[config.mk]
export PLATFORM = sky130hd
export DESIGN_NAME = vram_arbiter
export DESIGN_NICKNAME = d
export VERILOG_FILES = /design/src/rtl/vram_arbiter.sv
export SDC_FILE = /design/constraint.sdc
export NUM_CORES = 1
export LEC_CHECK = 0
export CAP_MARGIN = 10
export CORE_ASPECT_RATIO = 2
export CORE_MARGIN = 2
export CORE_UTILIZATION = 64
export CTS_BUF_LIST = sky130_fd_sc_hd__clkbuf_4
export CTS_CLUSTER_DIAMETER = 80
export CTS_CLUSTER_SIZE = 8
export DETAILED_ROUTE_END_ITERATION = 8
export DONT_BUFFER_PORTS = 1
export GPL_TIMING_DRIVEN = 0
export HOLD_SLACK_MARGIN = 0.1
export PLACE_DENSITY = 0.89
export REMOVE_ABC_BUFFERS = 1
export SLEW_MARGIN = 10
export SYNTH_ARGS = -nofsm -noshare
export SYNTH_HDL_FRONTEND = slang
export SYNTH_SLANG_ARGS = --single-unit
[constraint.sdc]
create_clock -name clk -period 5.6 [get_ports clk]
set_clock_uncertainty 0.1 [all_clocks]
set_input_delay 1.4 -clock clk [delete_from_list [all_inputs] [get_ports clk]]
set_output_delay 1.4 -clock clk [all_outputs]
set_load 0.01 [all_outputs]
[src/rtl/vram_arbiter.sv]
// rtl/vram_arbiter.sv - single-port VRAM arbiter: display reads have absolute priority, CPU accesses are queued behind them
module vram_arbiter #(
  parameter int CPU_TIMEOUT = 1023
) (
  input  logic        clk,
  input  logic        rst_n,
  input  logic        module_en,
  input  logic        disp_req,
  input  logic [18:0] disp_addr,
  output logic [11:0] disp_data,
  output logic        disp_valid,
  input  logic        cpu_req,
  input  logic        cpu_we,
  input  logic [18:0] cpu_addr,
  input  logic [11:0] cpu_wdata,
  output logic        cpu_busy,
  output logic        cpu_ack,
  output logic [11:0] cpu_rdata,
  output logic        cpu_timeout,
  input  logic        err_clr,
  output logic [18:0] mem_addr,
  output logic        mem_we,
  output logic [11:0] mem_wdata,
  input  logic [11:0] mem_rdata
);

  typedef enum logic [1:0] {
    IDLE,
    PEND,
    RDWAIT,
    ACK
  } state_t;

  // Timeout threshold widened by one bit so a saturated counter still compares correctly.
  localparam logic [16:0] TIMEOUT_LIM = 17'(CPU_TIMEOUT);

  state_t      state;
  logic        hold_we;
  logic [18:0] hold_addr;
  logic [11:0] hold_wdata;
  logic [15:0] cpu_wait_cnt;

  logic        cpu_issue;
  logic        cpu_stall;
  logic        timeout_hit;

  // The CPU only gets the port in PEND on a cycle the display leaves free.
  assign cpu_issue   = (state == PEND) && !disp_req && module_en;
  // A stall is a PEND cycle lost to the display.
  assign cpu_stall   = (state == PEND) && disp_req && module_en;
  // The stall being counted this cycle brings the wait count up to the threshold.
  assign timeout_hit = cpu_stall && (({1'b0, cpu_wait_cnt} + 17'd1) >= TIMEOUT_LIM);

  // Memory port mux: display address unless the held CPU access is issued now.
  assign mem_addr  = cpu_issue ? hold_addr : disp_addr;
  assign mem_we    = cpu_issue & hold_we;
  assign mem_wdata = hold_wdata;

  // Display data comes straight from the memory; disp_valid marks which cycles carry it.
  assign disp_data = mem_rdata;

  // CPU transaction FSM with registered busy/ack outputs and request holding registers.
  always_ff @(posedge clk or negedge rst_n) begin
    if (!rst_n) begin
      state      <= IDLE;
      hold_we    <= 1'b0;
      hold_addr  <= '0;
      hold_wdata <= '0;
      cpu_busy   <= 1'b0;
      cpu_ack    <= 1'b0;
    end else if (!module_en) begin
      state    <= IDLE;
      cpu_busy <= 1'b0;
      cpu_ack  <= 1'b0;
    end else begin
      case (state)
        IDLE: begin
          cpu_ack <= 1'b0;
          if (cpu_req) begin
            hold_we    <= cpu_we;
            hold_addr  <= cpu_addr;
            hold_wdata <= cpu_wdata;
            cpu_busy   <= 1'b1;
            state      <= PEND;
          end
        end
        PEND: begin
          if (!disp_req) begin
            if (hold_we) begin
              state   <= ACK;
              cpu_ack <= 1'b1;
            end else begin
              state <= RDWAIT;
            end
          end
        end
        RDWAIT: begin
          state   <= ACK;
          cpu_ack <= 1'b1;
        end
        ACK: begin
          state    <= IDLE;
          cpu_ack  <= 1'b0;
          cpu_busy <= 1'b0;
        end
        default: begin
          state    <= IDLE;
          cpu_ack  <= 1'b0;
          cpu_busy <= 1'b0;
        end
      endcase
    end
  end

  // CPU read data is captured in the cycle after the read address was presented.
  always_ff @(posedge clk or negedge rst_n) begin
    if (!rst_n) begin
      cpu_rdata <= '0;
    end else if (module_en && (state == RDWAIT)) begin
      cpu_rdata <= mem_rdata;
    end
  end

  // Display read valid follows the request by exactly one cycle.
  always_ff @(posedge clk or negedge rst_n) begin
    if (!rst_n) begin
      disp_valid <= 1'b0;
    end else begin
      disp_valid <= disp_req & module_en;
    end
  end

  // Saturating count of display-stall cycles for the current CPU request.
  always_ff @(posedge clk or negedge rst_n) begin
    if (!rst_n) begin
      cpu_wait_cnt <= '0;
    end else if (!module_en) begin
      cpu_wait_cnt <= '0;
    end else if ((state == IDLE) && cpu_req) begin
      cpu_wait_cnt <= '0;
    end else if (cpu_stall && (cpu_wait_cnt != 16'hFFFF)) begin
      cpu_wait_cnt <= cpu_wait_cnt + 16'd1;
    end
  end

  // Sticky timeout flag; a new hit outranks a clear in the same cycle.
  always_ff @(posedge clk or negedge rst_n) begin
    if (!rst_n) begin
      cpu_timeout <= 1'b0;
    end else if (timeout_hit) begin
      cpu_timeout <= 1'b1;
    end else if (err_clr) begin
      cpu_timeout <= 1'b0;
    end
  end

endmodule

==> out/summary.txt, run 1 <==
Crit path largest cell delay -> 0.66 ns
Count of cell types in the netlist -> 44
Pre-antenna DRT Iters -> 4
DP Worst Slack -> 1.45 ns
Worst-Margin Slew -> 1.03 ns
Critical path depth -> 2
Clk slew on worst S/H paths -> 0.12 ns
Overflow after GRT -> 0
Clock Path Buffers -> 2
Fraction of layout cells with a size suffix above 1 -> 0.329
Post-synthesis xor/xnor area fraction -> 0.0401
Worst skew pair latency -> 0.40 ns
Antenna violations before repair -> 0
Layout area overhead -> 1.11%
Critical-path cell list -> nand3b_1 > mux2_2
Commonest non-fill, non-tap cells in the layout -> dfrtp_1 (66), mux2_2 (63), nor2_1 (19)
Commonest non-fill, non-tap cell in the layout -> dfrtp_1
Register-to-Register Path Depth -> 6
Critical path's top delay family -> simple AND/OR/NAND/NOR gates
Hold Violations, Final -> 0
Leakage power -> 1.45 nW
Fmax -> 0.241 GHz
Avg WL per Cell -> 20.1 um
CP Launch Type -> primary input
Ys async rst share -> 1.00
Warnings from Yosys -> 0
Compound-Gate Fraction of Synth Area -> 0.0939
CP max FO -> 20
CTS tree -> built
Mapped Cells -> 288
Number of global-route vias before repair -> 2306
Post-Synth Adder-Cell Area -> 0.0251
I/O pins -> 129
Min Tclk post-route -> 4.15 ns
Crit-path slowest cell -> nand3b_1
Vias per cell -> 6.51
CORE AREA -> 0.00533 mm2
Die Span Y -> 108 um
Crit path kind -> primary input to primary output
CP bufs+invs -> 0
Mapped Avg Cell Area -> 12.1 um2
CTS Sinks -> 66
Die width -> 56.2 um
Most common flop cell mapped by yosys -> dfrtp_1
GPL Wtd Cong -> 0.830
GRT Overall Usage -> 0.234
Main combinational cell family by area after synthesis -> multiplexers
Drc violations -> 0
WHS Path Cells -> 1
Status -> finished clean
Final count of pins violating max slew -> 0
Post-synth EDFFs -> 0
Number of buffers created by CTS -> 9
Vias -> 2194
Sequential Power Share -> 0.564
Sw Pwr -> 0.496 mW
RSZ-0062 raised after global routing -> false
Post-CTS Hold Buffers -> 0
Setup TNS -> 0 ns
I/O Buffers -> 0
Antenna violation net count after detailed routing -> 0
Root Buffer -> clkbuf_4
Initial Util -> 0.656
Nets@finish -> 348
H-tree depth reported by CTS -> 3
PD cells -> 409 mW/mm2
Quantity of gates resized following cts -> 0
DRT Wirelength -> 6770 um
Hold crit path type -> flop to flop
Synthesized flop and latch total -> 66
Switching Fraction -> 0.344
Sequential area share after synthesis -> 0.473
Combinational cell fraction of total power -> 0.247
Iter 0 DRT Violations -> 86
Post-synthesis simple-gate area fraction -> 0.101
First-pass GRT wire length -> 11000 um
Diodes inserted -> 0
Normalized max-slew margin -> 0.311
Worst Setup End Kind -> primary output
Setup Viol. Count Final -> 0
Power share of the clock group -> 0.189
Syn Std Cell Area -> 0.00349 mm2
Largest net degree at the start of global routing -> 67
Fin crit share -> 0.740
Multiplexer share of the synthesized area -> 0.209
Row count -> 38
CP Data Required Time -> 4.10 ns
Die area -> 0.00610 mm2
Maxcap violations -> 0
Final WS setup -> 1.45 ns
DP HPWL -> 4930 um
Critical Path AT -> 2.65 ns
Post-CTS Setup Inserts -> 0
Int Pwr -> 0.948 mW
Worst vdd rail ir drop -> 318 uV
==> metrics by stage <==
stage          hold slack (ns)  utilization  power, mW  instance area (um2)  std cells
3_3_place_gp             0.382        0.639       1.15                 3400        321
3_5_place_dp             0.392        0.640       1.19                 3410        321
4_1_cts                  0.419        0.663       1.46                 3530        337
6_report                 0.414        0.663       1.44                 3530        337
5_1_grt                  0.441        0.663       1.53                 3530        337
2_1_floorplan            0.376            -       1.09                 3330        261
==> path summary, 6_finish.rpt <==
| path | start | endpoint | slack (ns) |
|---|---|---|---|
| hold reg to reg | hold_addr[2] | hold_addr[2] | 0.41 |
| min in group asynchronous | rst_n | mem_wdata[5] | 0.57 |
| setup reg to reg | cpu_wait_cnt[0] | cpu_wait_cnt[6] | 2.81 |
| max in group asynchronous | rst_n | mem_wdata[11] | 4.73 |
| hold / removal | hold_addr[2] | hold_addr[2] | 0.41 |
| setup / recovery | disp_req | mem_addr[6] | 1.45 |
==> Yosys cell counts (2+ instances only) <==
cell	n	area [um2]
inv_1	10	37.5
a2111oi_2	2	30.0
buf_1	2	7.51
nand2_1	10	37.5
nand3b_1	2	15.0
buf_4	12	90.1
a2111oi_4	3	82.6
xnor2_1	13	114
a211oi_1	5	37.5
o21ai_0	6	30.0
xor2_1	3	26.3
o41ai_1	2	17.5
dfrtp_1	66	1650
nor3_1	4	20.0
a2111oi_0	3	26.3
a21oi_1	4	20.0
mux2_2	63	709
mux2i_1	2	20.0
clkbuf_1	10	37.5
nand4_4	2	42.5
nor2b_1	2	12.5
and2_1	2	12.5
nand3_1	8	40.0
or4_1	3	22.5
nor2_1	19	71.3
ha_1	7	87.6
a31oi_1	5	31.3
buf_6	2	22.5
==> layout make-up <==
class,instances,area [um2]
sequential,66,1650
clock inverter,7,53.8
inverter,10,37.5
multi-input combinational,185,1640
tap,60,75.1
clock buffer,9,67.6
fill,397,1800
==> cell families (layout without fill, tap and decap cells) <==
| logic type | Yosys count | count (layout) |
|---|---|---|
| flops | 66 | 66 |
| mux | 65 | 65 |
| simple gates | 61 | 61 |
| buf+inv | 37 | 26 |
| compound gates | 36 | 36 |
| xor+xnor | 16 | 16 |
| fa+ha+maj | 7 | 7 |
==> layer usage <==
layer | vias to the layer above | GRT usage | share of wire
li1 | 983 | - | -
met1 | 1059 | 0.261 | 0.37
met2 | 136 | 0.392 | 0.50
met3 | 16 | 0.0885 | 0.10
met4 | 0 | 0.112 | 0.023
met5 | - | 0 | 0
==> power groups by stage <==
stage	Combinational [mW]	Clock, mW	Sequential, mW
6_report	0.356	0.273	0.815
5_1_grt	0.393	0.298	0.838
4_1_cts	0.361	0.281	0.818
3_5_place_dp	0.360	0	0.827
3_3_place_gp	0.338	0	0.813
2_1_floorplan	0.307	0	0.782
==> flip-flops by register name (all words and copies together) (netlist names) <==
name	cells
cpu_ack	1
state	2
cpu_rdata	12
mem_wdata	12
hold_we	1
cpu_timeout	1
hold_addr	19
cpu_wait_cnt	16
cpu_busy	1
disp_valid	1
Power figures use the tool's default switching activity.
==> inputs of run 2 (changes only) <==
==> constraint.sdc (replaced) <==
create_clock -name clk -period 4.3 [get_ports clk]
set_clock_uncertainty 0.1 [all_clocks]
set_input_delay 1.075 -clock clk [delete_from_list [all_inputs] [get_ports clk]]
set_output_delay 1.075 -clock clk [all_outputs]
set_load 0.01 [all_outputs]
==> results of run 2 <==
The final DEF is identical to that of run 1. Status: finished clean.
Main changes from that run: setup slack after placement 1.45 ns -> 0.797 ns; setup slack after layout 1.45 ns -> 0.713 ns; hold slack 0.414 ns -> 0.250 ns; start point of the critical path disp_req -> state[1]; register-to-register setup slack 2.81 ns -> 1.51 ns; total power 1.44 mW -> 1.88 mW; worst IR drop on VDD 318 uV -> 414 uV
